==> src/rtl/digit_feature_extract.sv <==
// digit_feature_extract
// Streaming transition-count feature extractor for binarised digit frames.
// Counts black/white transitions along N_ROWS horizontal probe rows and
// N_COLS vertical probe columns, then presents one feature vector per frame
// behind a valid/ready handshake.
// Optional build macro: DFE_QUAD_EN adds four sticky white-occupancy flags
// (TL,TR,BL,BR); without it quad is tied low.
module digit_feature_extract #(
  parameter int                   IMG_W   = 180,
  parameter int                   IMG_H   = 240,
  parameter int                   N_ROWS  = 2,
  parameter int                   N_COLS  = 1,
  parameter logic [8*N_ROWS-1:0]  ROW_POS = {8'd160, 8'd80},
  parameter logic [8*N_COLS-1:0]  COL_POS = 8'd90,
  parameter int                   CNT_W   = 4
) (
  input  logic                      video_clk,
  input  logic                      rst,
  input  logic                      pix_valid,
  input  logic                      pix,
  input  logic                      sof,
  output logic [N_ROWS*CNT_W-1:0]   feat_row,
  output logic [N_COLS*CNT_W-1:0]   feat_col,
  output logic [3:0]                quad,
  output logic                      feat_valid,
  input  logic                      feat_ready,
  output logic                      frame_err
);

  localparam logic [7:0]       LAST_X  = 8'(IMG_W - 1);
  localparam logic [7:0]       LAST_Y  = 8'(IMG_H - 1);
  localparam logic [CNT_W-1:0] CNT_MAX = '1;

  typedef enum logic [1:0] {S_IDLE, S_SCAN, S_HOLD} state_t;

  state_t            r_state;
  state_t            w_state_nxt;
  logic [7:0]        r_x, r_y;
  logic [7:0]        w_x, w_y;
  logic              r_prev_pix;
  logic [N_COLS-1:0] r_colprev;
  logic [CNT_W-1:0]  r_cnt_row [N_ROWS];
  logic [CNT_W-1:0]  r_cnt_col [N_COLS];
  logic [CNT_W-1:0]  w_row_nxt [N_ROWS];
  logic [CNT_W-1:0]  w_col_nxt [N_COLS];
  logic              w_start, w_abort, w_drop, w_pix_en, w_last;

  // Classify the incoming strobe: frame start, abort, drop, counted pixel.
  // A start restarts the coordinates at (0,0) for this very pixel.
  always_comb begin
    // NOTE: every combinational output gets a value before any branch, so no latch is inferred.
    w_start  = pix_valid && sof && ((r_state != S_HOLD) || feat_ready);
    w_abort  = pix_valid && sof && (r_state == S_SCAN);
    w_drop   = pix_valid && sof && (r_state == S_HOLD) && !feat_ready;
    w_pix_en = pix_valid && (w_start || (r_state == S_SCAN));
    w_x      = w_start ? 8'd0 : r_x;
    w_y      = w_start ? 8'd0 : r_y;
    w_last   = w_pix_en && (w_x == LAST_X) && (w_y == LAST_Y);
  end

  // Next-state decode; HOLD always has feat_valid high, so ready alone completes the handshake.
  always_comb begin
    w_state_nxt = r_state;
    case (r_state)
      S_IDLE:  if (w_start) w_state_nxt = S_SCAN;
      S_SCAN:  if (w_last) w_state_nxt = S_HOLD;
      S_HOLD:  if (feat_ready) w_state_nxt = w_start ? S_SCAN : S_IDLE;
      default: w_state_nxt = S_IDLE;
    endcase
  end

  // State register.
  always_ff @(posedge video_clk) begin
    // NOTE: clocked state uses non-blocking assignment so all flops update from pre-edge values.
    if (rst) r_state <= S_IDLE;
    else     r_state <= w_state_nxt;
  end

  // Saturating counter next values, including the current pixel, so capture sees the last pixel.
  always_comb begin
    for (int r = 0; r < N_ROWS; r++) begin
      w_row_nxt[r] = w_start ? '0 : r_cnt_row[r];
      if (w_pix_en && (w_x != 8'd0) && (w_y == ROW_POS[8*r +: 8]) &&
          (pix != r_prev_pix) && (r_cnt_row[r] != CNT_MAX))
        w_row_nxt[r] = r_cnt_row[r] + 1'b1;
    end
    for (int c = 0; c < N_COLS; c++) begin
      w_col_nxt[c] = w_start ? '0 : r_cnt_col[c];
      if (w_pix_en && (w_y != 8'd0) && (w_x == COL_POS[8*c +: 8]) &&
          (pix != r_colprev[c]) && (r_cnt_col[c] != CNT_MAX))
        w_col_nxt[c] = r_cnt_col[c] + 1'b1;
    end
  end

  // Coordinates, pixel history, working counters, output capture and handshake.
  always_ff @(posedge video_clk) begin
    if (rst) begin
      r_x        <= 8'd0;
      r_y        <= 8'd0;
      r_prev_pix <= 1'b0;
      r_colprev  <= '0;
      // NOTE: the counter arrays are a handful of flops, not a RAM, so they are reset like any register.
      for (int r = 0; r < N_ROWS; r++) r_cnt_row[r] <= '0;
      for (int c = 0; c < N_COLS; c++) r_cnt_col[c] <= '0;
      feat_row   <= '0;
      feat_col   <= '0;
      feat_valid <= 1'b0;
      frame_err  <= 1'b0;
    end else begin
      frame_err <= w_drop || w_abort;
      for (int r = 0; r < N_ROWS; r++) r_cnt_row[r] <= w_row_nxt[r];
      for (int c = 0; c < N_COLS; c++) r_cnt_col[c] <= w_col_nxt[c];
      if (w_pix_en) begin
        r_prev_pix <= pix;
        if (w_x == LAST_X) begin
          r_x <= 8'd0;
          r_y <= w_y + 8'd1;
        end else begin
          r_x <= w_x + 8'd1;
          r_y <= w_y;
        end
        for (int c = 0; c < N_COLS; c++)
          if (w_x == COL_POS[8*c +: 8]) r_colprev[c] <= pix;
      end
      if (w_last) begin
        for (int r = 0; r < N_ROWS; r++) feat_row[CNT_W*r +: CNT_W] <= w_row_nxt[r];
        for (int c = 0; c < N_COLS; c++) feat_col[CNT_W*c +: CNT_W] <= w_col_nxt[c];
        feat_valid <= 1'b1;
      end else if ((r_state == S_HOLD) && feat_ready) begin
        feat_valid <= 1'b0;
      end
    end
  end

`ifdef DFE_QUAD_EN
  localparam logic [7:0] HALF_X = 8'(IMG_W / 2);
  localparam logic [7:0] HALF_Y = 8'(IMG_H / 2);

  logic [3:0] r_quad_acc;
  logic [3:0] w_quad_nxt;

  // Sticky quadrant flags; index = {bottom half, right half} gives TL,TR,BL,BR = 0..3.
  always_comb begin
    w_quad_nxt = w_start ? 4'b0000 : r_quad_acc;
    if (w_pix_en && pix) w_quad_nxt[{(w_y >= HALF_Y), (w_x >= HALF_X)}] = 1'b1;
  end

  // Quadrant accumulator and its captured copy.
  always_ff @(posedge video_clk) begin
    if (rst) begin
      r_quad_acc <= 4'b0000;
      quad       <= 4'b0000;
    end else begin
      r_quad_acc <= w_quad_nxt;
      if (w_last) quad <= w_quad_nxt;
    end
  end
`else
  assign quad = 4'b0000;
`endif

endmodule

==> config.mk <==
export PLATFORM = sky130hd
export DESIGN_NAME = digit_feature_extract
export DESIGN_NICKNAME = d
export VERILOG_FILES = /design/src/rtl/digit_feature_extract.sv
export SDC_FILE = /design/constraint.sdc
export NUM_CORES = 1
export LEC_CHECK = 0
export ABC_AREA = 1
export BUFFER_PORTS_ARGS = -buffer_cell sky130_fd_sc_hd__buf_2
export CAP_MARGIN = 20
export CORE_ASPECT_RATIO = 0.8
export CORE_MARGIN = 3
export CORE_UTILIZATION = 45
export CTS_BUF_LIST = sky130_fd_sc_hd__clkbuf_2 sky130_fd_sc_hd__clkbuf_4 sky130_fd_sc_hd__clkbuf_8
export DETAILED_ROUTE_END_ITERATION = 16
export SLEW_MARGIN = 20
export SYNTH_ARGS = -nofsm -noshare
export SYNTH_HDL_FRONTEND = slang
export SYNTH_SLANG_ARGS = --single-unit
==> constraint.sdc <==
create_clock -name video_clk -period 2.6 [get_ports video_clk]
set_input_delay 0.13 -clock video_clk [delete_from_list [all_inputs] [get_ports video_clk]]
set_output_delay 0.13 -clock video_clk [all_outputs]
set_load 0.1 [all_outputs]
Word-level counts from Yosys, hierarchy flattened --
Memory sizes are Yosys's and may differ from the RTL's. Cells that the tools add are included.
Word-level totals: register bits 34, bits in latches 0, memory bits (writable) 12, ROM bits 0, input bits 6, output and inout port bits 18, logic and storage cells 89, memories kept 2
Memories:
- r_cnt_row | depth 2, bits a word 4, read ports 2, clocked after Yosys merged registers in 0, write ports 2, line 42 | logic [CNT_W-1:0] r_cnt_row [N_ROWS];
- r_cnt_col | depth 1, bits a word 4, read ports 1, clocked after Yosys merged registers in 0, write ports 1, line 43 | logic [CNT_W-1:0] r_cnt_col [N_COLS];
Operators by class: add/sub/neg operators 5, multiply operators 0, divide/modulo/power cells 0, $lt $le $gt $ge 0, equality and inequality tests 16, shift-type cells 0, mux-type cells 24, bitwise operators 2, reductions and logical operators 31
Operator list (number):
- $mux 4 | 9
- $mux 8 | 4
- $eq 8x8->1 const B | 3
- $logic_and 1x1->1 | 20
- $add 8x1->8 const B | 2
- $eq 8x7->1 const B | 2
- $reduce_bool 8->1 | 2
- $add 4x1->4 const B | 3
- $ne 4x4->1 const B | 3
- $ne 2x2->1 const B | 4
- $mux 1 | 7
- $mux 2 | 3
- $pmux 2 s3 | 1
- $reduce_or 4->1 | 1
- $logic_or 1x1->1 | 3
- $reduce_and 3->1 | 1
- $eq 2x1->1 const B | 1
- $eq 2x2->1 const B | 1
- $logic_not 2->1 | 1
- $ne 1x1->1 | 2
- $or 1x1->1 | 2
- $reduce_and 2->1 | 1
- $reduce_bool 2->1 | 1
- $logic_not 1->1 | 1

Longest topological paths before layout --
Gate-level depths: netlist of run 1.
word-level depth 11, mapped depth 16, depth with buffers taken out 14

Worst setup path before layout of run 1 --
No wires, ideal clock.
path type register to register, start register r_state[0], end register feat_col[0], setup time 115 ps, arrival 1976 ps, required time 2485 ps, setup slack 509 ps, cell stages (with the launch flop) 15, path buffers 2, clock period less this slack 2091 ps, cell sequence dfxtp_1 inv_2 nand3_2 nand2_4 buf_12 inv_4 clkbuf_1 nor2_1 inv_1 ha_1 nand3_2 or2_1 nand3_1 nand3_1 and2_1
Between the ends: cells in the longest elaborated chain, start to end 10, elaborated cells on any way between the ends 20, those cells by class 5 x eq/ne; 4 x mux; 11 x reduce/logical
Ends and longest elaborated chain:
- start, declared | line 36 | state_t r_state;
- start signal, assigned | line 76 | else r_state <= w_state_nxt;
- $ne 2x2->1 | line 52 | w_start = pix_valid && sof && ((r_state != S_HOLD) || feat_ready);
- $logic_or 1x1->1 | line 52
- $logic_and 1x1->1 | line 52
- $mux 8 / $logic_or 1x1->1 (equally long branches) | line 57, 55
- $reduce_bool 8->1 / $logic_and 1x1->1 (equally long branches) | line 89, 55
- $logic_and 1x1->1 (3 in a row) | line 89 | if (w_pix_en && (w_y != 8'd0) && (w_x == COL_POS[8*c +: 8]) &&
- $logic_and 1x1->1 | line 90 | (pix != r_colprev[c]) && (r_cnt_col[c] != CNT_MAX))
- $mux 4 | line 89
- end signal, assigned | line 106 | feat_col <= '0;
- end, declared | line 23 | output logic [N_COLS*CNT_W-1:0] feat_col,
Several ways; a longest one is shown, not always the timed one. A chain may end at the register's enable or synchronous reset.

Worst setup path in the final report of run 1 --
start register r_state[1], end register feat_col[0]
The elaborated chain is that of the path after synthesis.

==> summary.txt, run 1 <==
Status
  • Status: completed

Worst setup path
  • Critical Path End Type: flip-flop
  • Worst setup path class: reg2reg
  • Worst r2r dst: feat_col[0]
  • Reg2Reg Depth: 11
  • Startpoint types: flip-flop
  • CP arrival: 2.40 ns
  • Critical path data required time: 2.80 ns
  • Reg2reg start: r_state[1]
  • Critical Path Start: r_state[1]
  • Crit path max fanout: 24
  • Critical Path End: feat_col[0]
  • R2r setup slk: 0.41 ns

Clock network
  • H-tree depth: 2
  • Worst-skew pair later-pin latency: 0.30 ns
  • Postcts setup bufs: 0
  • Hold Buf Count CTS: 0
  • Post_cts resized: 0
  • Clk pin slew, worst setup/hold paths: 0.09 ns
  • CTS tree: done
  • Sinks on Clock Net: 46
  • Clock Path Buffers: 2
  • Clk root buf: clkbuf_8
  • Num CTS Buffers: 5

Pwr
  • Worst ir drop on vdd: 0.242 mV
  • Leak Pwr: 1.31 nW
  • Power Dens Cells: 516 nW/um^2
  • Power Total: 1.47 mW

GRT
  • Largest net degree at the start of global routing: 34
  • Total Routing Usage GR: 17.9%
  • Initial antenna violation count: 0
  • First-pass GRT wire length: 9660 um
  • Vias in the first global route: 2131
  • GR Overflow Total: 0

STA
  • Tcrit/Tclk final: 84.4%
  • Unrepaired setup endpoints after global routing: false
  • Slew Limit Fails: 0
  • Final hold vios: 0
  • Setup Skew: 0.00902 ns
  • Fin Hold WS: 0.104 ns
  • Final min period: 2.19 ns
  • Highest clock rate: 456 MHz
  • Setup violators final: 0
  • Setup_tns: 0 ns

Finish
  • Proportion of layout cells with a drive suffix above 1: 16.4%
  • Final instance area: 2850 um^2
  • Area of the multi-input gates: 1370 um^2
  • Register area: 921 um^2
  • Area delta synth->final: 10.2%
  • # diodes: 0
  • Filler instances: 551
  • Fin nets: 407
  • Post-layout util: 51.9%

Die
  • Die height: 73.8 um
  • Die area: 6700 um^2
  • Die width: 90.8 um
  • # IOs: 24
  • Core ar.: 5500 um^2
  • FP Rows: 24
  • Initial Util: 47.1%

Synth
  • Adder-Cell Fraction of Synth Area: 2.42%
  • Compound-Gate Fraction of Synth Area: 11.6%
  • Ys flop type: dfxtp_1
  • Synth Register Bits: 46
  • Xor/xnor share of the synthesized area: 2.37%
  • Post-synthesis mux area share: 0%
  • Post-synthesis instance area: 2590 um^2
  • Distinct cells, synth: 37
  • EDFF count, synth: 0
  • Post-Synth Simple-Gate Area: 35.8%
  • Total number of yosys warnings: 0
  • Cells after synthesis: 378
  • Largest family of logic cells by synthesized area: simple AND/OR/NAND/NOR gates
  • Mapped Avg Cell Area: 6.85 um^2
  • Async set-reset flop share out of synthesis: 0%
  • Seq/Total Area, Yosys: 35.6%

Routing
  • WL/cell: 11.5 um
  • Total Wirelength: 5460 um
  • DRC violations left: 0
  • Via Count: 2354
  • Vias per cell: 4.96
  • Initial DRT Pass Iterations: 4
  • Antenna viol nets, final: 0
  • Initial DRC Count: 143

Hold path
  • Min-delay src: sof
  • Worst min-delay path category: in2reg
  • Hold Path Cell Cnt: 3

Placement
  • HPWL Detailed: 3960 um
  • Dpl cell area: 2710 um^2
  • IO Port Bufs: 19
  • GP Congestion: 0.839

Flow run
  • Max-cap violations: 0
## cell type report
| class | count | share of cell area, % |
|---|---|---|
| Multi-Input combinational cell | 265 | 47.9 |
| Sequential cell | 46 | 32.3 |
| Inverter | 57 | 7.58 |
| Timing Repair Buffer | 21 | 3.86 |
| Tap cell | 78 | 3.42 |
| Clock buffer | 6 | 2.89 |
| Clock inverter | 2 | 2.10 |
## critical path: stages (launching register included)
cell	delay, ns
dfxtp_1	0.37
nand3_2	0.13
nand2_4	0.26
inv_4	0.05
nor2_1	0.20
ha_1	0.24
nand3_2	0.11
nor2_2	0.16
nand2_4	0.17
inv_2	0.18
nand3_1	0.08
and2_1	0.13
## through the flow
step           instances  setup slack (ns)
2_1_floorplan        381             0.509
3_3_place_gp         467             0.459
3_5_place_dp         467             0.400
4_1_cts              475             0.406
5_1_grt              475             0.200
6_report             475             0.407
## worst min path at each step
stage | endpoint | slack, ns
3_3_place_gp | frame_err | 0.42
3_5_place_dp | frame_err | 0.42
5_1_grt | frame_err | 0.11
2_1_floorplan | r_prev_pix | 0.28
4_1_cts | frame_err | 0.1
6_report | frame_err | 0.10
## power breakdown
part	total (mW)	switching, mW	internal (mW)	leakage, nW
clock	0.653	0.243	0.410	0.0714
combinational	0.106	0.0857	0.0208	0.872
sequential	0.714	0.00438	0.709	0.371
total	1.47	0.333	1.14	1.31
## sequential cells by signal, summed over array words and instances (netlist names)
| signal | cells |
|---|---|
| r_cnt_col | 4 |
| r_x | 8 |
| feat_row | 8 |
| r_cnt_row | 8 |
| r_colprev | 1 |
| r_y | 8 |
| r_prev_pix | 1 |
| frame_err | 1 |
| r_state | 2 |
| feat_col | 4 |
| feat_valid | 1 |
## logic make-up after synthesis
group	count (synthesis)
and+or+nand+nor	195
buffers and inverters	70
AOI/OAI and AO/OA	54
DFF	46
xor gates and xnor gates	7
adders and majority gates	5
other	1
## metal layers
layer / vias to the layer above / GRT usage [%] / share of wire (%)
met5: - / 0 / 0
met2: 57 / 27.7 / 41
li1: 1232 / - / -
met1: 1058 / 24.4 / 53
met4: 0 / 7.19 / 1.1
met3: 7 / 3.99 / 4.4
## placed cells by master, fill, tap and decap left out, types with 2 or more instances in the layout
master and instances:
nor2_1 41, buf_2 19, ha_1 5, a21oi_2 4
nor2_2 6, nand3_1 42, nand2_1 76, a211oi_1 2
o21ai_0 11, a21oi_1 31, o21ai_1 2, nor2_4 2
clkbuf_8 6, o211ai_1 2, buf_4 2, inv_1 49
nand2_4 3, nand2_2 7, inv_2 7, nor3_1 3
nand3_2 4, bufinv_16 2, xor2_1 6, nand3b_1 2
dfxtp_1 46, nand4_1 4, conb_1 4
## synthesized netlist by cell type (2+ instances only)
| master | instances | area, um^2 |
|---|---|---|
| nand4_1 | 4 | 25.0 |
| dfxtp_1 | 46 | 921 |
| inv_1 | 49 | 184 |
| a21oi_1 | 31 | 155 |
| nand3b_1 | 2 | 15.0 |
| nor2_1 | 41 | 154 |
| buf_4 | 4 | 30.0 |
| o21ai_1 | 2 | 10.0 |
| nand2_1 | 76 | 285 |
| o211ai_1 | 2 | 15.0 |
| nand3_2 | 4 | 40.0 |
| buf_6 | 2 | 22.5 |
| nand3_1 | 42 | 210 |
| nor3_1 | 3 | 15.0 |
| clkbuf_1 | 5 | 18.8 |
| a21oi_2 | 4 | 35.0 |
| nor2_4 | 2 | 22.5 |
| o21ai_0 | 11 | 55.1 |
| nand2_2 | 7 | 43.8 |
| a211oi_1 | 2 | 15.0 |
| xor2_1 | 6 | 52.6 |
| ha_1 | 5 | 62.6 |
| nand2_4 | 3 | 33.8 |
| inv_2 | 7 | 26.3 |
| nor2_2 | 6 | 37.5 |
(Power assumes the default switching activity.)
==> run 2: changes to the inputs <==
==> constraint.sdc (replaced) <==
create_clock -name video_clk -period 2.3 [get_ports video_clk]
set_input_delay 0.115 -clock video_clk [delete_from_list [all_inputs] [get_ports video_clk]]
set_output_delay 0.115 -clock video_clk [all_outputs]
set_load 0.1 [all_outputs]
==> summary.txt, run 2 (same netlist as run 1, synthesis figures left out) <==
STA
  • Setup Skew: 0.00794 ns (-0.00108 ns)
  • Final min period: 2.09 ns (-0.105 ns)
  • Slew headroom: 64.2%
  • Setup_tns: 0 ns (unchanged)
  • Tcrit/Tclk final: 90.8% (+6.4 points)
  • Slew @ Worst Pin: 0.536 ns
  • Fin Hold WS: 0.0868 ns (-0.0170 ns)
  • Slew Limit Fails: 0 (unchanged)
  • Final hold vios: 0 (unchanged)
  • Unrepaired setup endpoints after global routing: false
  • Setup violators final: 0 (unchanged)
  • Final worst setup slack: 0.212 ns (-0.195 ns)
  • Highest clock rate: 479 MHz (+5.0%)

Routing
  • DRC violations left: 0 (unchanged)
  • Met3 WL post-DR: 207 um (-14%)
  • DR WL met2: 2370 um (+5.2%)
  • Initial DRC Count: 96 (-33%)
  • Vias per cell: 4.90 (-1.1%)
  • Highest metal used: met4
  • Via Count: 2332 (-0.93%)
  • Antenna viol nets, final: 0 (unchanged)
  • DRT met1 WL: 3130 um (+7.8%)
  • Initial DRT Pass Iterations: 4 (unchanged)
  • WL/cell: 12.1 um (+5.3%)
  • Total Wirelength: 5760 um (+5.6%)

Clock network
  • Sinks on Clock Net: 46 (unchanged)
  • Clock Path Buffers: 2 (unchanged)
  • Postcts setup bufs: 0 (unchanged)
  • Worst-skew pair later-pin latency: 0.30 ns (about the same)
  • H-tree depth: 2 (unchanged)
  • Clk root buf: clkbuf_8
  • Num CTS Buffers: 5 (unchanged)
  • Hold Buf Count CTS: 0 (unchanged)
  • CTS tree: done
  • Clk pin slew, worst setup/hold paths: 0.09 ns (about the same)

Die
  • Initial Util: 47.1% (unchanged)
  • Die height: 73.8 um (unchanged)
  • # IOs: 24 (unchanged)
  • Core ar.: 5500 um^2 (unchanged)
  • Die area: 6700 um^2 (unchanged)
  • Die width: 90.8 um (unchanged)
  • FP Rows: 24 (unchanged)

Worst setup path
  • Startpoint types: flip-flop
  • Crit path max fanout: 16 (-33%)
  • CP arrival: 2.29 ns (-0.11 ns)
  • Critical Path End Type: flip-flop
  • Worst setup path class: reg2reg
  • Critical path data required time: 2.50 ns (-0.30 ns)

Pwr
  • Pint: 1.18 mW (+3.2%)
  • Seq pwr share: 52.0% (+3.5 points)
  • Power Dens Cells: 545 nW/um^2 (+5.6%)
  • Worst ir drop on vdd: 0.308 mV (+27%)
  • Combinational fraction of design power: 8.0% (+0.8 points)
  • Sw Share: 24.2% (+1.6 points)
  • Net Switching: 0.375 mW (+13%)
  • Power Total: 1.55 mW (+5.4%)
  • Leak Pwr: 1.31 nW (-0.51%)
  • Clock power share: 40.0% (-4.3 points)

Finish
  • # diodes: 0 (unchanged)
  • Most frequent cells in the layout: nand2_1 (76), inv_1 (49), dfxtp_1 (46)
  • Area delta synth->final: 9.96%
  • Final instance area: 2850 um^2 (-0.26%)
  • Most common cell after layout, fill and taps aside: nand2_1
  • Proportion of layout cells with a drive suffix above 1: 16.8% (+0.46 points)
  • Fin nets: 408 (+0.25%)

Flow run
  • Max-cap violations: 0 (unchanged)

Placement
  • GP Congestion: 0.880 (+4.9%)
  • HPWL Detailed: 4180 um (+5.6%)
  • Placement Setup Slack: 0.143 ns (-0.257 ns)
  • IO Port Bufs: 19 (unchanged)
  • Dpl cell area: 2720 um^2 (+0.28%)

GRT
  • Total Routing Usage GR: 18.1% (+0.17 points)
  • GR Overflow Total: 0 (unchanged)
  • First-pass GRT wire length: 9710 um (+0.50%)
  • Largest net degree at the start of global routing: 34 (unchanged)
  • Initial antenna violation count: 0 (unchanged)
  • Vias in the first global route: 2123 (-0.38%)

Status
  • Status: completed

Hold path
  • Worst min-delay path category: in2reg
## run 2: worst max-delay path, cell delays in order, from the launching register on
cell and delay [ns]:
dfxtp_1 0.37, nand3_2 0.17, nand2_8 0.16, inv_4 0.07, nor2_1 0.18, ha_1 0.24
nand3_2 0.11, nor2_2 0.16, nand2_4 0.17, inv_4 0.15, nand3_1 0.08, and2_1 0.13
## run 2: area by class of cell
class,count,area [um^2]
multi-input cells,265,1380
well taps,78,97.6
clock buffers,7,83.8
inverters,57,219
fillers,574,2650
flip-flops and latches,46,921
repair buffers,22,118
clock inverters,1,30.0
## run 2: repair_timing
item	CTS	global route
resized for setup	0	3
setup endpoints to repair	0	8
endpoints found under the hold margin	0	0
## run 2: layer usage
layer  global-route usage, %  up-vias
met4                    5.18        0
li1                        -     1234
met1                    25.2     1054
met3                    3.68        5
met5                       0        -
met2                    28.5       39
## run 2: per-stage QoR
stage	utilization (%)	cells
after global routing	51.8	476
after global placement	49.5	468
after floorplan	-	381
after detailed placement	49.5	468
after CTS	51.5	476
final	51.8	476
## run 2: final timing paths
path	from	to	slack (ns)	depth (start not counted)
max	r_state[1]	feat_col[0]	0.21	11
min	sof	frame_err	0.09	3
max reg2reg	r_state[1]	feat_col[0]	0.21	11
min reg2reg	feat_valid	feat_valid	0.48	2
## run 2: power by group through the flow
stage | clock network, mW | logic, mW | registers, mW
after floorplan | 0 | 0.104 | 0.826
after global placement | 0 | 0.122 | 0.825
after detailed placement | 0 | 0.121 | 0.826
after CTS | 0.633 | 0.122 | 0.807
after global routing | 0.664 | 0.134 | 0.808
final | 0.621 | 0.124 | 0.807
==> run 3: changes to the inputs <==
--- a/config.mk
+++ b/config.mk
@@ -10,7 +10,7 @@
 export CAP_MARGIN = 20
 export CORE_ASPECT_RATIO = 0.8
 export CORE_MARGIN = 3
-export CORE_UTILIZATION = 45
+export CORE_UTILIZATION = 29
 export CTS_BUF_LIST = sky130_fd_sc_hd__clkbuf_2 sky130_fd_sc_hd__clkbuf_4 sky130_fd_sc_hd__clkbuf_8
 export DETAILED_ROUTE_END_ITERATION = 16
 export SLEW_MARGIN = 20
==> summary.txt, run 3 (same netlist as run 1, synthesis figures left out) <==
Status
  • Status: completed

Routing
  • Total Wirelength: 5520 um (-4.1%)
  • Antenna viol nets, final: 0 (unchanged)
  • Initial DRT Pass Iterations: 4 (unchanged)
  • Via Count: 2294 (-1.6%)
  • Vias per cell: 4.50 (-8.2%)
  • DRC violations left: 0 (unchanged)
  • WL/cell: 10.8 um (-11%)
  • Initial DRC Count: 176 (+83%)

STA
  • Fin Hold WS: 0.0845 ns (-0.00232 ns)
  • Setup_tns: 0 ns (unchanged)
  • Highest clock rate: 484 MHz (+1.1%)
  • Setup Skew: 0.0103 ns (+0.00234 ns)
  • Slew @ Worst Pin: 0.503 ns (-0.0339 ns)
  • Unrepaired setup endpoints after global routing: false
  • Tcrit/Tclk final: 89.8% (-1.0 points)
  • Final min period: 2.06 ns (-0.0235 ns)
  • Final worst setup slack: 0.235 ns (+0.0235 ns)
  • Setup violators final: 0 (unchanged)
  • Slew Limit Fails: 0 (unchanged)
  • Slew headroom: 66.5% (+2.3 points)
  • Final hold vios: 0 (unchanged)

Placement
  • GP Congestion: 0.842 (-4.4%)
  • IO Port Bufs: 19 (unchanged)
  • HPWL Detailed: 4110 um (-1.8%)
  • Placement Setup Slack: 0.154 ns (+0.0110 ns)

Pwr
  • Leak Pwr: 1.31 nW (-0.14%)
  • Worst ir drop on vdd: 0.216 mV (-30%)
  • Power Dens Cells: 541 nW/um^2 (-0.83%)
  • Power Total: 1.56 mW (+0.34%)

Worst setup path
  • Worst setup path class: reg2reg
  • Startpoint types: flip-flop
  • CP arrival: 2.27 ns (-0.02 ns)
  • Critical Path End Type: flip-flop
  • Crit path max fanout: 16 (unchanged)
  • Critical path data required time: 2.50 ns (about the same)

Clock network
  • H-tree depth: 2 (unchanged)
  • Worst-skew pair later-pin latency: 0.30 ns (about the same)
  • Clock Path Buffers: 2 (unchanged)
  • Clk root buf: clkbuf_8
  • Sinks on Clock Net: 46 (unchanged)
  • CTS tree: done
  • Postcts setup bufs: 0 (unchanged)
  • Num CTS Buffers: 5 (unchanged)
  • Hold Buf Count CTS: 0 (unchanged)
  • Post_cts resized: 0 (unchanged)
  • Clk pin slew, worst setup/hold paths: 0.09 ns (about the same)

Finish
  • Filler instances: 917 (+60%)
  • Proportion of layout cells with a drive suffix above 1: 16.8% (unchanged)
  • Fin nets: 408 (unchanged)
  • # diodes: 0 (unchanged)
  • Most frequent cells in the layout: nand2_1 (76), inv_1 (49), dfxtp_1 (46)
  • Register area: 921 um^2 (unchanged)
  • Area delta synth->final: 11.3%
  • Post-layout util: 33.5% (-18 points)
  • Most common cell after layout, fill and taps aside: nand2_1
  • Area of the multi-input gates: 1370 um^2 (-0.64%)

GRT
  • Vias in the first global route: 2125 (+0.094%)
  • Initial antenna violation count: 0 (unchanged)
  • Largest net degree at the start of global routing: 34 (unchanged)
  • GR Overflow Total: 0 (unchanged)
  • Total Routing Usage GR: 11.7% (-6.4 points)
  • First-pass GRT wire length: 9890 um (+1.8%)

Die
  • Die height: 90.5 um (+23%)
  • # IOs: 24 (unchanged)
  • Core ar.: 8600 um^2 (+56%)
  • FP Rows: 30 (+25%)
  • Die width: 112 um (+23%)
  • Initial Util: 30.1% (-17 points)
  • Die area: 10100 um^2 (+51%)

Flow run
  • Max-cap violations: 0 (unchanged)

Hold path
  • Worst min-delay path category: in2reg
[run 3: changes by cell type in the layout (fill, tap and decap cells not counted)]
cell,before,now
nand2_4,2,3
nand2_8,1,0
[run 3: final cells by class]
| cell class | count | area share, % |
|---|---|---|
| Multi-Input combinational cell | 265 | 47.5 |
| Sequential cell | 46 | 32.0 |
| Inverter | 57 | 7.60 |
| Tap cell | 112 | 4.87 |
| Timing Repair Buffer | 22 | 4.08 |
| Clock buffer | 7 | 2.91 |
| Clock inverter | 1 | 1.04 |
[run 3: report_power, final]
| group | internal, mW | switching (mW) |
|---|---|---|
| clock network | 0.349 | 0.279 |
| registers | 0.802 | 0.00530 |
| logic | 0.0247 | 0.0968 |
| total | 1.18 | 0.381 |
[run 3: worst paths after layout]
kind | cells past startpoint | slack [ns] | start | end
hold / removal | 3 | 0.08 | sof | frame_err
setup reg to reg | 11 | 0.24 | r_state[1] | feat_col[0]
hold reg to reg | 2 | 0.48 | feat_valid | feat_valid
setup / recovery | 11 | 0.24 | r_state[1] | feat_col[0]
[run 3: critical path: stages, from the launching register on]
cell and delay (ns):
dfxtp_1 0.38, nand3_2 0.13, nand2_4 0.19, inv_4 0.07, nor2_1 0.17, ha_1 0.24, nand3_2 0.11, nor2_2 0.16
nand2_4 0.16, inv_4 0.14, nand3_1 0.07, and2_1 0.13
[run 3: routing by layer]
layer	part of all wire (%)	up-vias	global-route usage, %
met5	0	-	0
met4	0.80	0	2.53
met3	4.6	4	3.55
met2	42	39	17.5
met1	53	1019	16.5
li1	-	1232	-
[run 3: stage by stage]
stage | instance area (um^2) | instances
finish | 2880 | 510
detailed placement | 2760 | 502
global placement | 2760 | 502
floorplan | 2600 | 381
global route | 2880 | 510
CTS | 2880 | 510
